<file path="src/rtl/dual_lsu_port_pkg.sv">
// Shared types for the dual-lane load/store port: FSM state, the memory-op record
// and the default data/address/register-index widths.
package dual_lsu_port_pkg;

    localparam int LSU_DW = 32;
    localparam int LSU_AW = 32;
    localparam int LSU_RW = 5;

    typedef enum logic {
        ST_IDLE   = 1'b0,
        ST_SECOND = 1'b1
    } lsu_state_e;

    typedef struct packed {
        logic              ld;
        logic              st;
        logic [LSU_RW-1:0] rd;
        logic [LSU_AW-1:0] adr;
        logic [LSU_DW-1:0] wdata;
    } mem_op_t;

    // ld+st together resolves to a store; unused fields are zeroed so the
    // record can be driven straight onto the memory bus.
    function automatic mem_op_t make_op(
        input logic              ld,
        input logic              st,
        input logic [LSU_RW-1:0] rd,
        input logic [LSU_AW-1:0] adr,
        input logic [LSU_DW-1:0] wdata
    );
        mem_op_t op;
        op.ld    = ld & ~st;
        op.st    = st;
        op.rd    = (ld & ~st) ? rd : '0;
        op.adr   = adr;
        op.wdata = st ? wdata : '0;
        return op;
    endfunction

    function automatic logic word_aligned(input logic [LSU_AW-1:0] adr);
        return (adr[1:0] == 2'b00);
    endfunction

endpackage

</file>
<file path="src/rtl/lsu_op_hold.sv">
// Enable-loaded hold register for the deferred lane-2 memory op, with
// synchronous clear so a discarded op can never be reissued.
module lsu_op_hold
    import dual_lsu_port_pkg::*;
(
    input  logic    clk,
    input  logic    rst,
    input  logic    i_load,
    input  logic    i_clr,
    input  mem_op_t i_op,
    output mem_op_t o_op
);

    mem_op_t r_op;

    always_ff @(posedge clk) begin
        if (rst || i_clr) begin
            r_op <= '0;
        end else if (i_load) begin
            r_op <= i_op;
        end
    end

    assign o_op = r_op;

endmodule

</file>
<file path="src/rtl/dual_lsu_port.sv">
// Memory-stage initiator: serialises up to two lane ops per cycle onto a
// single-port data memory, lane 1 first, and returns registered load results.
module dual_lsu_port
    import dual_lsu_port_pkg::*;
#(
    parameter int DW = LSU_DW,
    parameter int AW = LSU_AW,
    parameter int RW = LSU_RW
) (
    input  logic          clk,
    input  logic          rst,
    input  logic          ld1,
    input  logic          st1,
    input  logic [AW-1:0] adr1,
    input  logic [DW-1:0] wdata1,
    input  logic [RW-1:0] rd1,
    input  logic          ld2,
    input  logic          st2,
    input  logic [AW-1:0] adr2,
    input  logic [DW-1:0] wdata2,
    input  logic [RW-1:0] rd2,
    output logic          mem_read,
    output logic          mem_write,
    output logic [AW-1:0] mem_adr,
    output logic [DW-1:0] mem_wdata,
    input  logic [DW-1:0] mem_rdata,
    output logic          stall,
    output logic          res_valid1,
    output logic          res_valid2,
    output logic [DW-1:0] res_data1,
    output logic [DW-1:0] res_data2,
    output logic [RW-1:0] res_rd1,
    output logic [RW-1:0] res_rd2,
    output logic          align_err,
    output logic [31:0]   stall_cnt
);

    lsu_state_e    r_state;
    logic          r_l1_vld;
    logic [DW-1:0] r_l1_data;
    logic [RW-1:0] r_l1_rd;

    mem_op_t w_op1;
    mem_op_t w_op2;
    mem_op_t w_held;
    mem_op_t w_issue;
    logic    w_act1;
    logic    w_act2;
    logic    w_val1;
    logic    w_val2;
    logic    w_idle;
    logic    w_second;
    logic    w_dual;
    logic    w_misalign;

    assign w_op1  = make_op(ld1, st1, rd1, adr1, wdata1);
    assign w_op2  = make_op(ld2, st2, rd2, adr2, wdata2);
    assign w_act1 = ld1 | st1;
    assign w_act2 = ld2 | st2;
    assign w_val1 = w_act1 & word_aligned(adr1);
    assign w_val2 = w_act2 & word_aligned(adr2);

    // Requests are only looked at in IDLE; while SECOND runs the pipeline is
    // replaying the same pair and must not be re-accepted.
    assign w_idle     = (r_state == ST_IDLE) & ~rst;
    assign w_second   = (r_state == ST_SECOND) & ~rst;
    assign w_dual     = w_idle & w_val1 & w_val2;
    assign w_misalign = w_idle & ((w_act1 & ~w_val1) | (w_act2 & ~w_val2));

    lsu_op_hold u_hold (
        .clk    (clk),
        .rst    (rst),
        .i_load (w_dual),
        .i_clr  (r_state == ST_SECOND),
        .i_op   (w_op2),
        .o_op   (w_held)
    );

    always_comb begin
        w_issue = '0;
        if (w_second) begin
            w_issue = w_held;
        end else if (w_idle && w_val1) begin
            w_issue = w_op1;
        end else if (w_idle && w_val2) begin
            w_issue = w_op2;
        end
    end

    assign mem_read  = w_issue.ld;
    assign mem_write = w_issue.st;
    assign mem_adr   = (w_issue.ld | w_issue.st) ? w_issue.adr : '0;
    assign mem_wdata = w_issue.wdata;
    assign stall     = w_dual;

    always_ff @(posedge clk) begin
        if (rst) begin
            r_state    <= ST_IDLE;
            r_l1_vld   <= 1'b0;
            r_l1_data  <= '0;
            r_l1_rd    <= '0;
            res_valid1 <= 1'b0;
            res_valid2 <= 1'b0;
            res_data1  <= '0;
            res_data2  <= '0;
            res_rd1    <= '0;
            res_rd2    <= '0;
            align_err  <= 1'b0;
            stall_cnt  <= '0;
        end else begin
            res_valid1 <= 1'b0;
            res_valid2 <= 1'b0;
            if (stall) begin
                stall_cnt <= stall_cnt + 32'd1;
            end
            if (w_misalign) begin
                align_err <= 1'b1;
            end
            case (r_state)
                ST_IDLE: begin
                    if (w_dual) begin
                        // Lane-1 load data is only on the bus now; keep it so
                        // both lanes can retire together after the second op.
                        r_l1_vld  <= w_op1.ld;
                        r_l1_data <= mem_rdata;
                        r_l1_rd   <= w_op1.rd;
                        r_state   <= ST_SECOND;
                    end else if (w_val1) begin
                        if (w_op1.ld) begin
                            res_valid1 <= 1'b1;
                            res_data1  <= mem_rdata;
                            res_rd1    <= w_op1.rd;
                        end
                    end else if (w_val2) begin
                        if (w_op2.ld) begin
                            res_valid2 <= 1'b1;
                            res_data2  <= mem_rdata;
                            res_rd2    <= w_op2.rd;
                        end
                    end
                end
                ST_SECOND: begin
                    if (r_l1_vld) begin
                        res_valid1 <= 1'b1;
                        res_data1  <= r_l1_data;
                        res_rd1    <= r_l1_rd;
                    end
                    if (w_held.ld) begin
                        res_valid2 <= 1'b1;
                        res_data2  <= mem_rdata;
                        res_rd2    <= w_held.rd;
                    end
                    r_l1_vld <= 1'b0;
                    r_state  <= ST_IDLE;
                end
                default: r_state <= ST_IDLE;
            endcase
        end
    end

endmodule

</file>
<file path="config.mk">
export PLATFORM = sky130hd
export DESIGN_NAME = dual_lsu_port
export DESIGN_NICKNAME = d
export VERILOG_FILES = /design/src/rtl/dual_lsu_port_pkg.sv /design/src/rtl/lsu_op_hold.sv /design/src/rtl/dual_lsu_port.sv
export SDC_FILE = /design/constraint.sdc
export NUM_CORES = 1
export LEC_CHECK = 0
export CORE_MARGIN = 3
export CORE_UTILIZATION = 45
export CTS_BUF_LIST = sky130_fd_sc_hd__clkbuf_4 sky130_fd_sc_hd__clkbuf_8
export DETAILED_ROUTE_END_ITERATION = 7
export PLACE_DENSITY = 0.88
export SLEW_MARGIN = 5
export SYNTH_ARGS = -nofsm -noshare
export SYNTH_HDL_FRONTEND = slang
export SYNTH_SLANG_ARGS = --single-unit
</file>
<file path="constraint.sdc">
create_clock -name clk -period 4.9 [get_ports clk]
set_input_delay 1.225 -clock clk [delete_from_list [all_inputs] [get_ports clk]]
set_output_delay 1.225 -clock clk [all_outputs]
set_load 0.02 [all_outputs]
</file>
# Yosys cells after proc, flatten, opt, wreduce, memory -nomap -nowiden
# Index checks and enable logic that the tools add are counted.
[word_totals]
regBits = 219
output_inout_bits = 176
wordCells = 101
[op_classes]
n_addsub = 1
n_eq_ne = 9
muxes = 45
bitwise_logic = 21
n_reduce_logical = 8
[op_table]
columns = ["operator", "n"]
rows = [
  ["$mux 32", 12],
  ["$mux 71", 3],
  ["$pmux 32 s2", 2],
  ["$mux 5", 11],
  ["$add 32x1->32 const B", 1],
  ["$pmux 5 s2", 2],
  ["$ne 2x2->1 const B", 6],
  ["$and 1x1->1", 11],
  ["$mux 1", 11],
  ["$pmux 1 s2", 4],
  ["$ne 2x1->1 const B", 3],
  ["$not 1->1", 6],
  ["$reduce_and 5->1", 1],
  ["$logic_not 2->1", 2],
  ["$or 1x1->1", 4],
  ["$reduce_and 4->1", 1],
  ["$logic_and 1x1->1", 2],
  ["$reduce_and 2->1", 1],
  ["$logic_or 1x1->1", 1],
]

# Depth between registers and ports, before layout
# Gate-level depths: netlist of the first run.
[logic_depth]
depth_word = 8
mapped_depth = 9

# By module
# From an unflattened synthesis of the first run, not the netlist that was laid out.
[unflattened]
cells_unflattened = 1249
hier_area_um2 = 10110.9
[modules_own_cells]
columns = ["mod", "n_inst", "cells_each", "area_each_um2"]
rows = [
  ["dual_lsu_port", 1, 1019, 7529.7],
  ["lsu_op_hold", 1, 230, 2581.2],
]

# Least setup slack after synthesis of the first run
# Ideal clock, no wire load.
[synth_path]
kind = "input to output"
from = "input port ld1"
to = "output port mem_adr[10]"
arrival_time_ns = 3.065
t_required_ns = 3.675
slack_ns = 0.610
path_stages = 6
path_buffers = 1
path_cell_list = "nor2_1 o2111a_1 a2bb2oi_1 nor2_1 clkbuf_1 nor2_1"
[synth_via]
elab_chain_len = 7
[synth_lines]
columns = ["item", "line", "rtl"]
rows = [
  ["start: declaration", "dual_lsu_port.sv:12", "input logic ld1,"],
  ["$or 1x1->1", "dual_lsu_port.sv:58", "assign w_act1 = ld1 | st1;"],
  ["$and 1x1->1", "dual_lsu_port.sv:60", "assign w_val1 = w_act1 & word_aligned(adr1);"],
  ["$logic_and 1x1->1", "dual_lsu_port.sv:83", "end else if (w_idle && w_val1) begin"],
  ["$mux 71", "dual_lsu_port.sv:83", ""],
  ["$mux 71", "dual_lsu_port.sv:81", "if (w_second) begin"],
  ["named net mem_write", "dual_lsu_port.sv:23", "output logic mem_write,"],
  ["$or 1x1->1", "dual_lsu_port.sv:92", "assign mem_adr = (w_issue.ld | w_issue.st) ? w_issue.adr : '0;"],
  ["$mux 32", "dual_lsu_port.sv:92", ""],
  ["end: declaration", "dual_lsu_port.sv:24", "output logic [AW-1:0] mem_adr,"],
]
# The timed path passes the listed nets, and every way through them passes these cells.

# Worst setup path after layout of the first run
[layout_path]
from = "input port adr1[0]"
to = "output port mem_wdata[8]"
[layout_via]
elab_chain_len = 5
[layout_lines]
columns = ["item", "line", "rtl"]
rows = [
  ["start: declaration", "dual_lsu_port.sv:14", "input logic [AW-1:0] adr1,"],
  ["$logic_not 2->1", "dual_lsu_port_pkg.sv:41", "return (adr[1:0] == 2'b00);"],
  ["$and 1x1->1", "dual_lsu_port.sv:60", ""],
  ["$logic_and 1x1->1", "dual_lsu_port.sv:83", ""],
  ["$mux 71", "dual_lsu_port.sv:83", ""],
  ["$mux 71", "dual_lsu_port.sv:81", ""],
  ["end: declaration", "dual_lsu_port.sv:25", "output logic [DW-1:0] mem_wdata,"],
]
# Every way passes these cells.

==> run summary, run 1 <==
The first global-routing pass estimated 51.9 mm of wire. The count of state elements after synthesis was 219; the maximum level of the CTS H-tree was 2. The fraction of layout cells with a size suffix above 1 is 7.26%, and the final critical-path share of the clock period is 97.9%.

Type of element launching the critical path: a primary input. The count of nets left with antenna violations once routing finished came out at 0. The clock latency on the worst-skew pair was 0.52 ns.

Global routing used 26.4% of the available tracks. The synthesized design spends more area on one cell type than any other, namely dfxtp_1. When the netlist entered floorplanning its net count stood at 1424.

Global routing finished with a remaining overflow of 0. The run gives 45 as the post-synthesis cell type count. Max-cap violations in this run came to 0. The initial utilization of the core area, before any placement, comes to 46.2%. The total area inside the core boundary comes to 21200 sq um. Measured along the x axis, the die boundary spans 154 um. The cell count after synthesis came out at 1247. The via count of the first global-routing pass was 10100; the weighted congestion reported at the end of routability-driven placement was 0.870.

The half-perimeter wire length after detailed placement came out at 22.7 mm. The run gives 3 as the maximum buffer depth of the clock tree. After the last flow step, the layout net total stands at 1738. After clock tree synthesis, the clock-pin slew on the worst setup and hold paths is 0.06 ns.

For the count of pins on the block boundary, the log shows 352. The tree built by TritonCTS fans out to 219 sinks. For this design the static power due to leakage is 5.48 nW. The max-slew violation count is 0. The floorplan step defined a die boundary enclosing 23600 sq um.

In this run the worst path has a maximum fanout of 32. Dividing the detail-routed via count by the number of cells gives 5.62. The path type of the worst min-delay path was reg2reg. The detailed router placed 10500 vias in this run. For the total number of placement rows, the log shows 53. The critical path arrival was 3.57 ns. The repair_antennas step left the layout with diodes totalling 0. Timing would allow up to 208 MHz. The power density normalized to cell area is 278 nW/um^2, and the maximum number of pins on one net before global-route repair is 109. The post-synthesis area per instance works out to 7.85 sq um. After synthesis the cells add up to 9790 sq um. The run gives 0.148 mV as the worst supply voltage drop on vdd.

Setup repair after global routing left no endpoint under its margin. The top routing layer in use was met4. The measured slew at the worst slew-check pin was 1.20 ns; the Yosys warning count was 0. The floorplan die height came out at 154 um. In the detailed route, the total length drawn on met2 is 15.5 mm. The number of antenna violations at the first check in global routing is 0, and the final design instance area without fill is 14400 sq um. The critical path is of the in2out type. After the first detailed-routing iteration, the DRC count stood at 718. The post-route DRC violation count is 0.

In this run the clock root is driven by a clkbuf_8. At the end of the flow the core is filled with cells to 68.0%. Relative to the synthesized area, the layout overhead comes to 47.2%.

The sequential share of the synthesized area was 44.8%. Clock tree synthesis inserted a total of 37 buffers. Met1 routed wirelength after detailed routing: 12.9 mm.

The logs give 0 for the count of buffers added by post-CTS timing repair for setup and 2.98 mm for the routed wire length on met3. The area fraction of the dominant cell type after synthesis is 44.8%. In the post-synthesis netlist, the biggest area contributors are dfxtp_1 (45%), nand2_1 (9.7%), a21oi_1 (8.4%). For the hold violation count in the final report, the log shows 0. The count of endpoints failing setup in the final report was 0. Final critical path time including I/O delays and setup: 4.80 ns. STA classifies the critical path endpoint as an output pin. For the post-detailed-routing wire length, the log shows 32.9 mm. During placement, the flow inserted port buffers numbering 351. In this run the cell area measured after placement is 13600 sq um. The detailed-routing iteration count for the pre-antenna-repair pass is 6. The flow ran to the end, and the final reports show no timing, DRC or antenna violations. The final routed wire length divided by cell count came out at 17.7 um. In this run the tightest slew margin relative to its limit is 19.8%.

The final setup slack of the worst path came out at 0.100 ns. TritonCTS built the clock tree. STA puts the critical path data required time at 3.67 ns. The worst register-to-register path has a setup slack of 2.12 ns. The logs give 0.0346 ns for the final worst clock skew and -0.0599 ns for the worst setup slack before clock tree synthesis.
[placed cells by master (no fill, tap or decap), types with 3 or more instances in the layout]
cell type	count
clkdlybuf4s50_1	320
nand2_1	251
dfxtp_1	218
a21oi_1	164
nor2_1	95
nand3_1	57
clkbuf_8	47
inv_1	39
a211oi_1	38
and2_1	35
mux2i_1	32
a222oi_1	32
a31oi_1	30
a2bb2oi_1	30
buf_4	29
dlymetal6s2s_1	25
nand4_1	16
o21ai_0	15
or3_1	15
xor2_1	12
clkbuf_4	12
and3_1	11
a311oi_1	5
dlygate4sd2_1	5
and4_1	4
buf_12	4
nor2b_1	3
nor4_4	3
clkinv_2	3
nor2_2	3
[per-stage QoR]
stage	hold WS (ns)	std cells	total power [mW]	setup TNS (ns)
finish	0.449	1860	4.00	0
global route	0.463	1860	4.16	0
CTS	0.451	1860	4.03	0
detailed placement	0.442	1797	2.32	-0.0873
global placement	0.438	1797	2.32	0
floorplan	0.431	1247	2.04	0
[power by group]
part / internal (mW) / switching (mW)
clock network: 1.00 / 0.713
logic: 0.244 / 0.227
registers: 1.80 / 0.0126
[cells by family after synthesis]
kind of cell | count (synthesis) | share of synthesized area, %
flip-flops | 219 | 44.8
AO/OA/AOI/OAI | 325 | 21.3
XOR/XNOR | 14 | 1.25
multiplexers | 32 | 3.27
AND/OR/NAND/NOR | 506 | 23.3
adder cells (fa/ha/maj) | 1 | 0.128
buffers and inverters | 150 | 5.97
[worst paths after layout]
| path | from | end | cells after the start |
|---|---|---|---|
| max reg2reg | r_state | u_hold.o_op[68] | 8 |
| max | adr1[0] | mem_wdata[8] | 7 |
| min | u_hold.o_op[41] | u_hold.o_op[41] | 2 |
| min reg2reg | u_hold.o_op[41] | u_hold.o_op[41] | 2 |
[cells in the mapped netlist, drive strengths merged]
master / n
o31ai: 3
xnor2: 2
dfxtp: 219
inv: 40
o21ai: 15
a31oi: 30
mux2i: 32
clkinv: 1
a21boi: 1
a311oi: 5
or4: 1
a31o: 1
a32oi: 1
nor3: 2
nor2: 99
or3: 15
o21a: 1
o31a: 1
or4b: 1
ha: 1
nand3b: 1
nor2b: 4
o2111a: 1
and2: 35
nor4: 3
a222oi: 32
a211oi: 38
nand4: 16
buf: 23
clkbuf: 86
nand2b: 1
o22ai: 1
or3b: 2
or2: 2
nand3: 57
and3: 11
a2bb2oi: 31
nand2: 252
and4: 4
a21oi: 164
xor2: 12
[cell type report]
class	instances	area, sq um
clock buffers	59	737
clock inverters	4	48.8
fillers	1633	6800
inverters	41	155
multi-input cells	878	4880
flip-flops and latches	219	4390
well taps	275	344
repair buffers	384	3870
[sequential cells by signal, summed over array words and instances, names as in the netlist]
register     cells
res_valid1       1
r_l1_vld         1
align_err        1
res_data1       32
res_data2       32
stall_cnt       32
r_l1_rd          5
u_hold.o_op     71
res_rd2          5
res_rd1          5
res_valid2       1
r_state          1
r_l1_data       32
[routing by layer]
layer | up-vias | GRT usage [%]
met2 | 502 | 43.7
li1 | 4989 | -
met5 | - | 0
met4 | 0 | 12.3
met1 | 4862 | 32.3
met3 | 100 | 6.78
[critical path, stage by stage]
cell	delay, ns
clkdlybuf4s50_1	0.45
or2_0	0.33
o2111a_1	0.35
buf_12	0.19
a222oi_1	0.39
inv_1	0.08
clkdlybuf4s50_1	0.54
[timing repair]
item	CTS	global route
setup endpoints to repair	5	25
hold buffers	0	0
pin swaps	0	1
gates resized for setup	5	26
cloned	0	0
Note: power is estimated with default switching activity, not from simulation.
==> inputs of run 2 (changes only) <==
--- a/config.mk
+++ b/config.mk
@@ -9,7 +9,7 @@
 export CORE_UTILIZATION = 45
 export CTS_BUF_LIST = sky130_fd_sc_hd__clkbuf_4 sky130_fd_sc_hd__clkbuf_8
 export DETAILED_ROUTE_END_ITERATION = 7
-export PLACE_DENSITY = 0.88
+export PLACE_DENSITY = 0.87
 export SLEW_MARGIN = 5
 export SYNTH_ARGS = -nofsm -noshare
 export SYNTH_HDL_FRONTEND = slang
==> run 2 against run 1 <==
  * Via count grew 0.62%
  * Combinational power about the same
  * Critical path depth is 1 higher
  * Register-to-register slack worse by 0.32 ns
  * Final cell count increased by 0.32%
  * Sequential power barely moved
  * Cell area is 0.22% higher
  * First-iteration DRC count up 16%
  * Global-route usage up 0.11 points
  * Clock power rose by 3%
  * Count of clock-buffer cells in the layout increased by 4
  * Fmax fell by 0.48%
  * Critical path type unchanged
==> run summary, run 2 (synthesized netlist as in run 1, its figures left out) <==
Setup repair after global routing left no endpoint under its margin. The logs give 23600 sq um for the area of the die and 0 for the hold violation count in the final report. The starting utilization of the core area was 46.2%; the final routed wire length divided by cell count was 17.8 um.

In this run the tool buffered the top-level ports with 351 buffer cells. The starting DRC count in detailed routing is 832. The tools report the number of clock sinks as 219. Of the total power, combinational logic draws 11.5%.

Counting along the longest clock path gives a buffer depth of 3. The critical path is of the in2out type. In this run the horizontal extent of the chip is 154 um. The tools report the buffer type at the clock tree root as clkbuf_8. The type of element capturing the critical path is an output pin. The slowest stage of the critical path is the clkdlybuf4s50_1 cell. The number of antenna violations at the first check in global routing was 1.

Based on the critical path, the design can be clocked at up to 207 MHz. The worst path required time was 3.67 ns; the area growth from synthesis to layout was 47.6%. The top cell types in the final layout, fill and taps aside, are clkdlybuf4s50_1 (289), nand2_1 (251), dfxtp_1 (218). The cell area after placement was 13600 sq um.

The tightest min-delay check is of the reg2reg type. The family with the most delay on the worst path is buffers and inverters. The internal portion of the total power is 3.08 mW. Overall power consumption: 4.07 mW. The critical path contains buffers and inverters numbering 5 combined. The detailed-routing iteration count for the pre-antenna-repair pass is 6, and the final design instance area without fill is 14500 sq um.

The detail route stage leaves a number of antenna-violating nets equal to 0. The filler cells instantiated in the layout total 1671. Flip-flop count of the largest register after layout: 71. IR analysis of the VDD net gives a maximum drop of 0.168 mV.

Across all setup checks in the final design, the least slack found is 0.0775 ns. The cell count after placement is 1797. The count of pins on the block boundary was 352; the final critical path time including I/O delays and setup was 4.82 ns. The clock network is responsible for 43.8% of the overall power. The library cell used most frequently in the layout, excluding fill and tap cells, is clkdlybuf4s50_1.

Counting the buffers created by CTS gives 38. The die is 154 um tall. The most used cell along the critical path was clkdlybuf4s50_1. The first global-routing pass estimated 52.0 mm of wire.

The type of element launching the critical path was a primary input. Net switching is 24.3% of the power. The flow ran to the end, and the final reports show no timing, DRC or antenna violations. After floorplanning, the core was divided into 53 placement rows. The number of cells in the finished layout apart from fillers was 1866. Traced cell by cell, the critical path runs through clkdlybuf4s50_1 > or3b_2 > buf_4 > nor2_2 > buf_12 > a222oi_1 > inv_1 > clkdlybuf4s50_1. The HPWL after detailed placement is 22.6 mm.

After detailed routing, the number of vias per cell comes to 5.64. The max-capacitance violation count was 0. For the final database, setup skew stands at 0.0178 ns.

The run gives 2 as the maximum level of the CTS H-tree. The clock reaches the later pin of the worst-skew pair after 0.53 ns. Across all layers, the routed design uses 10500 vias. The headroom to the max-slew limit was 39.4%; the power density normalized to cell area was 281 nW/um^2.

The count of endpoints failing setup in the final report is 0, and the measured slew at the worst slew-check pin is 0.908 ns. The sum of overflow across all layers after global routing was 0. The via count of the first global-routing pass was 10000; the max-slew violation count was 0. In this run the power spent charging and discharging nets is 989 uW.

Buffers inserted to repair hold after CTS numbered 0. The maximum number of pins on one net before global-route repair was 86. The critical path arrival is 3.60 ns, and the overall fraction of global-route tracks in use is 26.5%. TritonCTS built the clock tree. In the finished design, the share of the clock period the worst path needs comes to 98.4%.

After the last flow step, the layout net total stands at 1739. Post-route DRC violation count: 0. Summed over all layers, the routed wires come to 33.2 mm. The maximum fanout encountered on the critical timing path came out at 32. Registers are responsible for 44.7% of the overall power.

After floorplanning, the core was sized to cover 21200 sq um. The tools report the reported leakage power as 5.68 nW. Cells with a size suffix above 1 make up 7.48% of the layout. The worst setup slack before clock tree synthesis came out at -0.0938 ns. The count of buffers added by post-CTS timing repair for setup came out at 0. The worst stage delay on the critical path came out at 0.59 ns. After clock tree synthesis, the clock-pin slew on the worst setup and hold paths is 0.06 ns. At the end of routability-driven placement, the weighted congestion stood at 0.867.
==> run 2: area by class of cell <==
class                   instances  area (sq um)  area share [%]
multi-input cells             878          4870            33.7
clock buffers                  63           798            5.52
repair buffers                384          3860            26.7
flip-flops and latches        219          4390            30.4
diodes                          1          2.50          0.0173
clock inverters                 5          33.8           0.234
inverters                      41           155            1.07
well taps                     275           344            2.38
==> run 2: repair_timing <==
action                     4_1_cts  5_1_grt
cloned                           0        0
setup endpoints to repair       32       29
resized for setup               32       29
pin swaps                        2        0
==> run 2: tightest hold or removal path, stage by stage, from the launching register on <==
cell	delay, ns
dfxtp_1	0.30
nand2_1	0.05
a21oi_1	0.05
==> run 2: power by group through the flow <==
| stage | clock network [mW] | registers [mW] | logic [mW] |
|---|---|---|---|
| after global placement | 0 | 1.86 | 0.463 |
| after global routing | 1.90 | 1.82 | 0.497 |
| final | 1.78 | 1.82 | 0.468 |
| after detailed placement | 0 | 1.86 | 0.468 |
| after floorplan | 0 | 1.88 | 0.165 |
| after CTS | 1.81 | 1.82 | 0.468 |
==> run 2: path summary, 6_finish.rpt <==
path | start | to | slack (ns) | cells after the start
worst max-delay path | st1 | mem_wdata[28] | 0.08 | 8
worst min-delay path | u_hold.o_op[38] | u_hold.o_op[38] | 0.45 | 2
worst max register to register | r_state | u_hold.o_op[22] | 1.80 | 9
worst min register to register | u_hold.o_op[38] | u_hold.o_op[38] | 0.45 | 2
==> run 2: per-layer routing <==
layer,global-route usage (%),vias up,wire length [um],share of wire (%)
met4,10.6,0,1340,4.0
met2,44.6,494,16200,49
met1,32.9,4950,13000,39
met3,6.19,78,2670,8.0
li1,-,4996,-,-
met5,0,-,0,0
==> run 2: stage by stage <==
step	util, %	hold slack [ns]	TNS (ns)
finish	68.1	0.449	0
global route	68.1	0.466	0
CTS	67.8	0.451	0
detailed placement	64.0	0.443	-2.49
global placement	64.0	0.437	-0.854
floorplan	-	0.431	0
==> inputs of run 3 (changes only) <==
--- a/config.mk
+++ b/config.mk
@@ -9,7 +9,8 @@
 export CORE_UTILIZATION = 45
 export CTS_BUF_LIST = sky130_fd_sc_hd__clkbuf_4 sky130_fd_sc_hd__clkbuf_8
 export DETAILED_ROUTE_END_ITERATION = 7
-export PLACE_DENSITY = 0.87
+export DONT_BUFFER_PORTS = 1
+export PLACE_DENSITY = 0.67
 export SLEW_MARGIN = 5
 export SYNTH_ARGS = -nofsm -noshare
 export SYNTH_HDL_FRONTEND = slang
==> run 3 against run 2 <==
  * Sequential cell count unchanged
  * Routed wire length fell by 13%
  * Power fell by 7.4%
  * Cell area decreased by 24%
  * Critical endpoint is now mem_adr[7]
  * Register-to-register slack better by 0.37 ns
  * Utilization shrank 17 points
  * Critical path depth fell by 2
  * Worst setup slack better by 0.17 ns
==> run summary, run 3 (synthesized netlist as in run 1, its figures left out) <==
During placement, the flow inserted port buffers numbering 0. The tool flagged a number of max-cap violations equal to 0. The starting DRC count in detailed routing is 610, and the count of hold buffers inserted by post-cts repair is 0. The max-slew violation count was 0.

The area growth from synthesis to layout came out at 11.6%. The total overflow left after global routing is 0. The number of antenna diodes in the final layout is 0. Floorplan die height: 154 um.

For this run, the detailed router's first-pass iteration total came to 6. For the worst setup slack before clock tree synthesis, the log shows 0.276 ns. The worst supply voltage drop on vdd came out at 0.157 mV. The library cell used most frequently in the layout, excluding fill and tap cells, is nand2_1. Path type of the worst min-delay path: reg2reg. The measured slew at the worst slew-check pin is 1.23 ns. The floorplan step defined a core boundary enclosing 21200 sq um. The fraction of layout cells with a size suffix above 1 came out at 10.3%. Maximum level of the CTS H-tree: 2.

The clock latency on the worst-skew pair is 0.52 ns. For this design the top-level I/O count stands at 352. The number of clock sinks was 219; the number of nets still failing antenna checks after routing was 0.

The horizontal die dimension was 154 um. Startpoint of the most critical hold path: u_hold.o_op[39]. The register with the most flip-flops in the layout has 71 of them.

The wire length of the first global-routing pass was 45.1 mm. Buffer type at the clock tree root: clkbuf_8. Worst path required time: 3.67 ns. The run gives 0 as the post-CTS resize count. Counting along the longest clock path gives a buffer depth of 3. TritonCTS built the clock tree.

The run finished with clean final reports. The worst hold path depth works out to 2. The worst setup path is captured at an output pin. The critical path goes through or3b_2 > a21boi_0 > o21a_1 > nor2_2 > nor2_1 > buf_4.

The via count of the first global-routing pass is 8313. In this design, the largest share of critical-path delay is due to simple AND/OR/NAND/NOR gates. Along the worst path, the maximum fanout reaches 30.

The hold violation count in the final report was 0; the final critical-path share of the clock period was 95.0%. Critical path start-end classification: in2out. After floorplanning, the core was divided into 53 placement rows. After the last flow step, the layout net total stands at 1402.

The final routed wire length divided by cell count is 18.9 um, and the count of buffers added by post-CTS timing repair for setup is 0. The worst-case reg-to-reg path depth was 8. The worst setup path is launched from a primary input.

The tools report the post-detailed-routing wire length as 28.8 mm. For this run, the total global-route usage over all layers was measured as 22.9%. The final critical path time including I/O delays and setup came out at 4.65 ns. The weighted congestion reported at the end of routability-driven placement was 0.881.

Entering global routing, the biggest net connects 184 pins. The run gives 0.247 ns as the final setup slack of the worst path. In this run the critical register-to-register path is launched from r_state. The logs give 0 ns for the accumulated negative setup slack and 3.43 ns for the critical path arrival.

Power density normalized to cell area: 345 nW/um^2. Setup repair after global routing left no endpoint under its margin. The logs give 0 for the number of antenna violations at the first check in global routing and 0 for the post-route DRC violation count.

Static timing analysis puts the maximum clock frequency at 215 MHz. The fill cell instance count of the final layout was 2063; the via count was 8832. The capturing point of the worst reg2reg path was u_hold.o_op[69]. The analysis attributes to cell leakage a power of 3.77 nW. The core occupancy in the finished layout was 51.5%.

Among all stages on the critical path, the largest delay is contributed by nor2_2. The clock transition at the registers of the reported paths works out to 0.05 ns. The worst stage delay on the critical path was 0.91 ns; the area of the die was 23600 sq um. The top cell types in the final layout, fill and taps aside, are nand2_1 (251), dfxtp_1 (218), a21oi_1 (164). Measured against its own limit, the worst slew margin works out to 17.4%. For this configuration, the core starts out at a cell density of 46.2%.

The sum of buffers and inverters on the critical path works out to 1. The count of endpoints failing setup in the final report is 0. The tools report the final worst clock skew as 0.0144 ns. The wire-length estimate of the detail-placed layout is 19.0 mm. End of the worst hold path: u_hold.o_op[39]. After detailed routing, the number of vias per cell comes to 5.79. The worst register-to-register path has a setup slack of 2.17 ns. Clock tree synthesis inserted a total of 38 buffers.
## run 3: changes by cell type in the layout (fill, tap and decap cells not counted), sizes merged
cell | previous run | this run
clkbuf | 63 | 58
dlygate4sd2 | 32 | 0
buf | 34 | 47
clkinv | 4 | 3
bufinv | 0 | 1
clkdlybuf4s50 | 289 | 0
inv | 42 | 41
clkinvlp | 0 | 3
diode | 1 | 0
dlymetal6s2s | 29 | 0
## run 3: how the worst max path moves through the flow
stage,start,to,slack (ns),depth (start not counted)
after global placement,adr1[0],mem_adr[3],0.33,6
final,adr1[0],mem_adr[7],0.25,6
after detailed placement,adr1[0],mem_adr[7],0.28,6
after global routing,adr1[0],mem_adr[29],0.07,6
after floorplan,ld1,mem_adr[10],0.61,6
after CTS,adr1[0],mem_adr[7],0.28,6
## run 3: layer usage
metal | vias up | routed length (um) | global-route usage [%]
met5 | - | 0 | 0
met4 | 0 | 729 | 7.32
met3 | 49 | 2600 | 7.29
met2 | 357 | 13900 | 38.9
met1 | 4111 | 11500 | 27.7
li1 | 4315 | - | -
## run 3: final cells by class
cell class	count	area [sq um]	share of cell area, %
Clock inverter	7	71.3	0.652
Tap cell	275	344	3.15
Sequential cell	219	4390	40.1
Clock buffer	58	736	6.73
Inverter	41	156	1.43
Multi-Input combinational cell	878	4870	44.6
Timing Repair Buffer	47	365	3.34
## run 3: worst register-to-register path, cell delays in order (launching register included)
cell	delay, ns
dfxtp_4	0.57
or2_2	0.22
nor4_4	0.05
buf_4	0.22
nand2_4	0.11
buf_4	0.60
buf_4	0.62
nand2_1	0.12
a21oi_1	0.15
## run 3: where the power goes
group / switching [mW] / leakage (nW) / internal (mW)
sequential: 0.0412 / 1.77 / 1.81
clock: 0.734 / 0.418 / 1.01
combinational: 0.110 / 1.59 / 0.0661
total: 0.885 / 3.77 / 2.88
## run 3: metrics by stage
| step | hold WS (ns) | power [mW] | cells | instance area [sq um] |
|---|---|---|---|---|
| 2_1_floorplan | 0.431 | 2.04 | 1247 | 9790 |
| 3_3_place_gp | 0.437 | 2.06 | 1460 | 10100 |
| 3_5_place_dp | 0.442 | 2.06 | 1460 | 10100 |
| 4_1_cts | 0.450 | 3.82 | 1525 | 10900 |
| 5_1_grt | 0.465 | 3.92 | 1525 | 10900 |
| 6_report | 0.448 | 3.77 | 1525 | 10900 |
